--- src/rtl/pin_entry_bcd_feeder_pkg.sv ---
// Shared types and key/display codes for the PIN entry to BCD display path.
package pin_entry_bcd_feeder_pkg;

    typedef struct packed {
        logic [3:0] bcd5;
        logic [3:0] bcd4;
        logic [3:0] bcd3;
        logic [3:0] bcd2;
        logic [3:0] bcd1;
        logic [3:0] bcd0;
    } bcdPac_t;

    localparam int NUM_SLOTS = 6;

    localparam logic [3:0] KEY_BKSP  = 4'hC;
    localparam logic [3:0] KEY_CLEAR = 4'hE;
    localparam logic [3:0] KEY_ENTER = 4'hF;
    localparam logic [3:0] BCD_DASH  = 4'hA;
    localparam logic [3:0] BCD_BLANK = 4'hB;

    typedef enum logic [1:0] {
        IDLE,
        ENTRY,
        SUBMIT
    } pin_state_t;

    function automatic logic is_digit(input logic [3:0] code);
        return code <= 4'd9;
    endfunction

endpackage

--- src/rtl/pin_entry_bcd_feeder_timer_down.sv ---
// Loadable down-counter that saturates at zero; zero reflects the registered count.
module timer_down #(
    parameter int W = 8
) (
    input  logic         clk,
    input  logic         rst,
    input  logic         load,
    input  logic [W-1:0] load_val,
    output logic         zero
);

    logic [W-1:0] cnt_q;
    logic [W-1:0] cnt_d;

    always_comb begin
        cnt_d = cnt_q;
        if (load) begin
            cnt_d = load_val;
        end else if (cnt_q != '0) begin
            cnt_d = cnt_q - W'(1);
        end
    end

    always_ff @(posedge clk or posedge rst) begin
        if (rst) begin
            cnt_q <= '0;
        end else begin
            cnt_q <= cnt_d;
        end
    end

    assign zero = (cnt_q == '0);

endmodule

--- src/rtl/pin_entry_bcd_feeder.sv ---
// Keypad-to-display PIN entry: buffers digits, masks them, and submits a full PIN
// to the lock logic with a one-cycle pulse.
module pin_entry_bcd_feeder
    import pin_entry_bcd_feeder_pkg::*;
#(
    parameter int PIN_LEN        = 6,
    parameter int MASK_CYCLES    = 50_000_000,
    parameter int TIMEOUT_CYCLES = 250_000_000
) (
    input  logic                 clk,
    input  logic                 rst,
    input  logic                 key_valid,
    input  logic [3:0]           key_code,
    output logic                 display_en,
    output bcdPac_t              bcd_packet,
    output logic [PIN_LEN*4-1:0] pin_out,
    output logic                 pin_valid,
    output logic [2:0]           digit_count
);

    localparam int MW = $clog2(MASK_CYCLES + 1);
    localparam int TW = $clog2(TIMEOUT_CYCLES + 1);
    // Timers are loaded with N-1 so the registered zero flag goes high exactly N cycles after the load.
    localparam logic [MW-1:0] MASK_RELOAD = MW'(MASK_CYCLES - 1);
    localparam logic [TW-1:0] TMO_RELOAD  = TW'(TIMEOUT_CYCLES - 1);
    localparam logic [2:0]    PIN_LEN_C   = 3'(PIN_LEN);
    localparam logic [PIN_LEN-1:0][3:0] BUF_BLANK = {PIN_LEN{BCD_BLANK}};

    pin_state_t                state_q, state_d;
    logic [PIN_LEN-1:0][3:0]   buf_q, buf_d;
    logic [2:0]                count_q, count_d;
    logic                      display_en_q, display_en_d;
    logic                      pin_valid_q, pin_valid_d;
    logic [PIN_LEN*4-1:0]      pin_out_q, pin_out_d;
    bcdPac_t                   bcd_packet_q, bcd_packet_d;
    logic [NUM_SLOTS-1:0][3:0] slots;

    logic          mask_load, mask_zero, mask_show_d;
    logic [MW-1:0] mask_val;
    logic          tmo_load, tmo_zero;

    timer_down #(.W(MW)) u_mask_timer (
        .clk      (clk),
        .rst      (rst),
        .load     (mask_load),
        .load_val (mask_val),
        .zero     (mask_zero)
    );

    timer_down #(.W(TW)) u_timeout_timer (
        .clk      (clk),
        .rst      (rst),
        .load     (tmo_load),
        .load_val (TMO_RELOAD),
        .zero     (tmo_zero)
    );

    always_comb begin
        state_d     = state_q;
        buf_d       = buf_q;
        count_d     = count_q;
        mask_load   = 1'b0;
        mask_val    = MASK_RELOAD;
        mask_show_d = !mask_zero;
        tmo_load    = 1'b0;

        unique case (state_q)
            IDLE: begin
                if (key_valid && is_digit(key_code)) begin
                    state_d     = ENTRY;
                    buf_d       = {buf_q[PIN_LEN-2:0], key_code};
                    count_d     = 3'd1;
                    mask_load   = 1'b1;
                    mask_show_d = 1'b1;
                    tmo_load    = 1'b1;
                end
            end
            ENTRY: begin
                if (key_valid) begin
                    tmo_load = 1'b1;
                    if (is_digit(key_code)) begin
                        if (count_q < PIN_LEN_C) begin
                            buf_d       = {buf_q[PIN_LEN-2:0], key_code};
                            count_d     = count_q + 3'd1;
                            mask_load   = 1'b1;
                            mask_show_d = 1'b1;
                        end
                    end else begin
                        case (key_code)
                            KEY_BKSP: begin
                                if (count_q != 3'd0) begin
                                    buf_d       = {BCD_BLANK, buf_q[PIN_LEN-1:1]};
                                    count_d     = count_q - 3'd1;
                                    mask_load   = 1'b1;
                                    mask_val    = '0;
                                    mask_show_d = 1'b0;
                                end
                            end
                            KEY_CLEAR: begin
                                buf_d   = BUF_BLANK;
                                count_d = 3'd0;
                            end
                            KEY_ENTER: begin
                                if (count_q == PIN_LEN_C) begin
                                    state_d = SUBMIT;
                                end
                            end
                            default: ;
                        endcase
                    end
                end else if (tmo_zero) begin
                    state_d = IDLE;
                    buf_d   = BUF_BLANK;
                    count_d = 3'd0;
                end
            end
            SUBMIT: begin
                state_d = IDLE;
                buf_d   = BUF_BLANK;
                count_d = 3'd0;
            end
            default: begin
                state_d = IDLE;
                buf_d   = BUF_BLANK;
                count_d = 3'd0;
            end
        endcase
    end

    always_comb begin
        display_en_d = (state_d == ENTRY);
        pin_valid_d  = (state_d == SUBMIT);
        pin_out_d    = (state_d == SUBMIT) ? buf_q : pin_out_q;
        slots        = '0;
        for (int k = 0; k < NUM_SLOTS; k++) begin
            slots[k] = BCD_BLANK;
            if (k < PIN_LEN && 3'(k) < count_d) begin
                slots[k] = (k == 0 && mask_show_d) ? buf_d[0] : BCD_DASH;
            end
        end
        bcd_packet_d = bcdPac_t'(slots);
    end

    always_ff @(posedge clk or posedge rst) begin
        if (rst) begin
            state_q      <= IDLE;
            buf_q        <= BUF_BLANK;
            count_q      <= 3'd0;
            display_en_q <= 1'b0;
            pin_valid_q  <= 1'b0;
            pin_out_q    <= '0;
            bcd_packet_q <= bcdPac_t'({NUM_SLOTS{BCD_BLANK}});
        end else begin
            state_q      <= state_d;
            buf_q        <= buf_d;
            count_q      <= count_d;
            display_en_q <= display_en_d;
            pin_valid_q  <= pin_valid_d;
            pin_out_q    <= pin_out_d;
            bcd_packet_q <= bcd_packet_d;
        end
    end

    assign display_en  = display_en_q;
    assign pin_valid   = pin_valid_q;
    assign pin_out     = pin_out_q;
    assign bcd_packet  = bcd_packet_q;
    assign digit_count = count_q;

endmodule
--- config.mk ---
export PLATFORM = sky130hd
export DESIGN_NAME = pin_entry_bcd_feeder
export DESIGN_NICKNAME = d
export VERILOG_FILES = /design/src/rtl/pin_entry_bcd_feeder_pkg.sv /design/src/rtl/pin_entry_bcd_feeder_timer_down.sv /design/src/rtl/pin_entry_bcd_feeder.sv
export SDC_FILE = /design/constraint.sdc
export NUM_CORES = 1
export LEC_CHECK = 0
export CORE_UTILIZATION = 35
export DETAILED_ROUTE_END_ITERATION = 8
export GPL_ROUTABILITY_DRIVEN = 0
export PLACE_DENSITY = 0.57
export REMOVE_ABC_BUFFERS = 1
export SLEW_MARGIN = 25
export SYNTH_ARGS = -nofsm -noshare
export SYNTH_HDL_FRONTEND = slang
export SYNTH_SLANG_ARGS = --single-unit
--- constraint.sdc ---
create_clock -name clk -period 3.8 [get_ports clk]
set_input_delay 0.76 -clock clk [delete_from_list [all_inputs] [get_ports clk]]
set_output_delay 0.76 -clock clk [all_outputs]
set_load 0.01 [all_outputs]
==> run summary <==
R2r startpoint -> u_timeout_timer.cnt_q[16]
DRT Pass-1 Iters -> 5
Commonest non-fill, non-tap cell in the layout -> dfrtp_1
RSZ-0062 raised after global routing -> false
Final #Nets -> 705
Period utilization -> 77.4%
# IOs -> 60
Seq/Total Area, Yosys -> 48.0%
Initial drt markers -> 304
Critical Path RT -> 4.11 ns
Register bit count reported by yosys -> 118
Area after DPL -> 0.00691 sq mm
Pin count of the biggest net entering global routing -> 61
Die ar. -> 0.0183 sq mm
Layout cell share with drive strength beyond 1 -> 16.4%
Rows -> 48
Synth Instances -> 640
Die height -> 135 um
Yosys cell types -> 64
Worst setup startpoint -> key_code[1]
Area grow syn2layout -> 20.6%
Cell leakage power -> 3.10 nW
Max VDD drop -> 381 uV
Non-filler cells, final -> 928
Synthesized area -> 0.00621 sq mm
Slew HR -> 44.3%
Final WS setup -> 0.859 ns
Reg2Reg Depth -> 6
Top cell type by total area after synthesis -> dfrtp_1
PortBufs -> 44
Worst setup path end -> u_mask_timer.cnt_q[17]
Reg2reg end -> bcd_packet[2]
Pwr Density -> 679 mW/mm^2
Max Freq -> 0.340 GHz
Tot GR Track Use -> 18.0%
Synth area leaders -> dfrtp_1 37%, dfstp_2 11%, mux2_2 4.3%, nand2_1 3.8%, a21oi_1 3.7%
CTS max path bufs -> 2
Maxcap violations -> 0
Initial antenna violation count -> 0
HPWL after detailed placement -> 10,800 um
ANT nets after route -> 0
Synth top area share -> 37.1%
CTS sink cnt -> 118
Cell area after layout -> 0.00749 sq mm
Hold buffer count at CTS -> 0
CTS root buf -> clkbuf_16
Die width -> 135 um
Worst-Margin Slew -> 0.832 ns
Core area -> 0.0173 sq mm
Crit path kind -> in2reg
Postcts setup bufs -> 0
CP Launch Type -> input port
Vias -> 5,019
Fin Hold WS -> 0.500 ns
First-pass GRT wire length -> 25,300 um
Vias in the first global route -> 4,956
CTS tree -> yes
R2R Setup Slk -> 0.98 ns
Final setup violation count -> 0
Hold Fails Final Rpt -> 0
Clock Skew -> 0.00642 ns
Post-Place Worst Slack -> 0.464 ns
Setup_tns -> 0 ns
WL/cell -> 16.5 um
Total power -> 5.09 mW
Initial Util -> 35.9%
Final Core Density -> 43.3%
TritonCTS Buffers -> 17
Final-report max-slew violation count -> 0
Number of flops mapped to enable cells by yosys -> 0
Dpl cells -> 896
H-tree depth -> 4
Routed WL -> 15,300 um
GRT Residual Overflow -> 0
Clk Latency, worst-skew pair -> 0.42 ns
WHS Path Cells -> 1
DRC -> 0
Fin crit period -> 2.94 ns
Worst Setup End Kind -> flip-flop
Commonest non-fill, non-tap cells in the layout -> 92 x dfrtp_1, 63 x nand2_1, 58 x nor2_1, 46 x a21oi_1, 44 x clkdlybuf4s50_1
Status -> finished, final reports clean
Synth Warn # -> 0
Syn_area_per_cell -> 9.71 sq um
Number of diodes -> 0
Critical path arrival -> 3.25 ns
Post-cts resize count -> 0
Via density -> 5.41
Hold crit path type -> reg2reg
Async S/R FF share, synth -> 100%
Clock Pin Slew Worst Setup and Hold Paths -> 0.06 ns
Dominant synthesized flop cell -> dfrtp_1
Crit-path max FO -> 15
cell type report:
class                      instances  area, sq um
inverter                          16         62.6
multi-input combinational        474         2990
timing repair buffer              63          596
sequential                       118         2990
clock inverter                    10          103
clock buffer                      22          474
fill                            1678         9800
tap                              225          282
sequential cells by signal, indices dropped and copies added (netlist names):
register,flops
bcd_packet,9
buf_q,24
digit_count,3
display_en,1
pin_out,24
pin_valid,1
state_q,2
u_mask_timer.cnt_q,26
u_timeout_timer.cnt_q,28
cells in the mapped netlist, types with 16 or more instances:
master,count
nand2_1,63
nor2_1,58
clkbuf_1,26
nor3_1,28
o21ai_0,17
xor2_1,16
dfstp_2,26
mux2_2,24
a21oi_1,46
xnor2_1,25
dfrtp_1,92
nand3_1,23
a21o_1,18
power breakdown:
group / switching (mW) / internal (mW) / leakage, nW
registers: 0.372 / 1.70 / 1.38
clock network: 0.560 / 1.01 / 0.289
logic: 0.757 / 0.689 / 1.43
total: 1.69 / 3.40 / 3.10
layer usage:
metal,track usage [%],share of wire [%],up-vias,routed length [um]
met5,0,0,-,0
met4,6.68,1.4,0,217
met3,4.30,4.5,18,693
met2,28.8,48,132,7380
met1,23.5,46,2501,6990
li1,-,-,2368,-
cells by family (layout without fill, tap and decap cells):
logic type | Yosys count | in the layout | share of synthesized area [%]
XOR/XNOR | 41 | 41 | 5.78
adder cells (fa/ha/maj) | 8 | 8 | 1.61
AND/OR/NAND/NOR | 243 | 243 | 19.7
other | 2 | 15 | 0.121
buffers and inverters | 61 | 111 | 4.85
AO/OA/AOI/OAI | 143 | 143 | 15.5
flip-flops | 118 | 118 | 48.0
multiplexers | 24 | 24 | 4.35
critical path, cell delays in order:
cell             delay, ns
clkdlybuf4s50_1       0.70
o21a_1                0.37
o32ai_1               0.19
a21oi_1               0.36
and2_1                0.57
a21oi_1               0.09
o22a_1                0.20
how the worst min path moves through the flow:
| stage | to | from | slack (ns) |
|---|---|---|---|
| after floorplan | buf_q[20] | buf_q[20] | 0.48 |
| after global placement | pin_out[10] | pin_out[10] | 0.49 |
| after detailed placement | pin_out[19] | pin_out[19] | 0.49 |
| after CTS | buf_q[20] | buf_q[20] | 0.50 |
| after global routing | pin_out[11] | pin_out[11] | 0.52 |
| final | pin_out[19] | pin_out[19] | 0.50 |
Note: power is estimated with default switching activity, not from simulation.
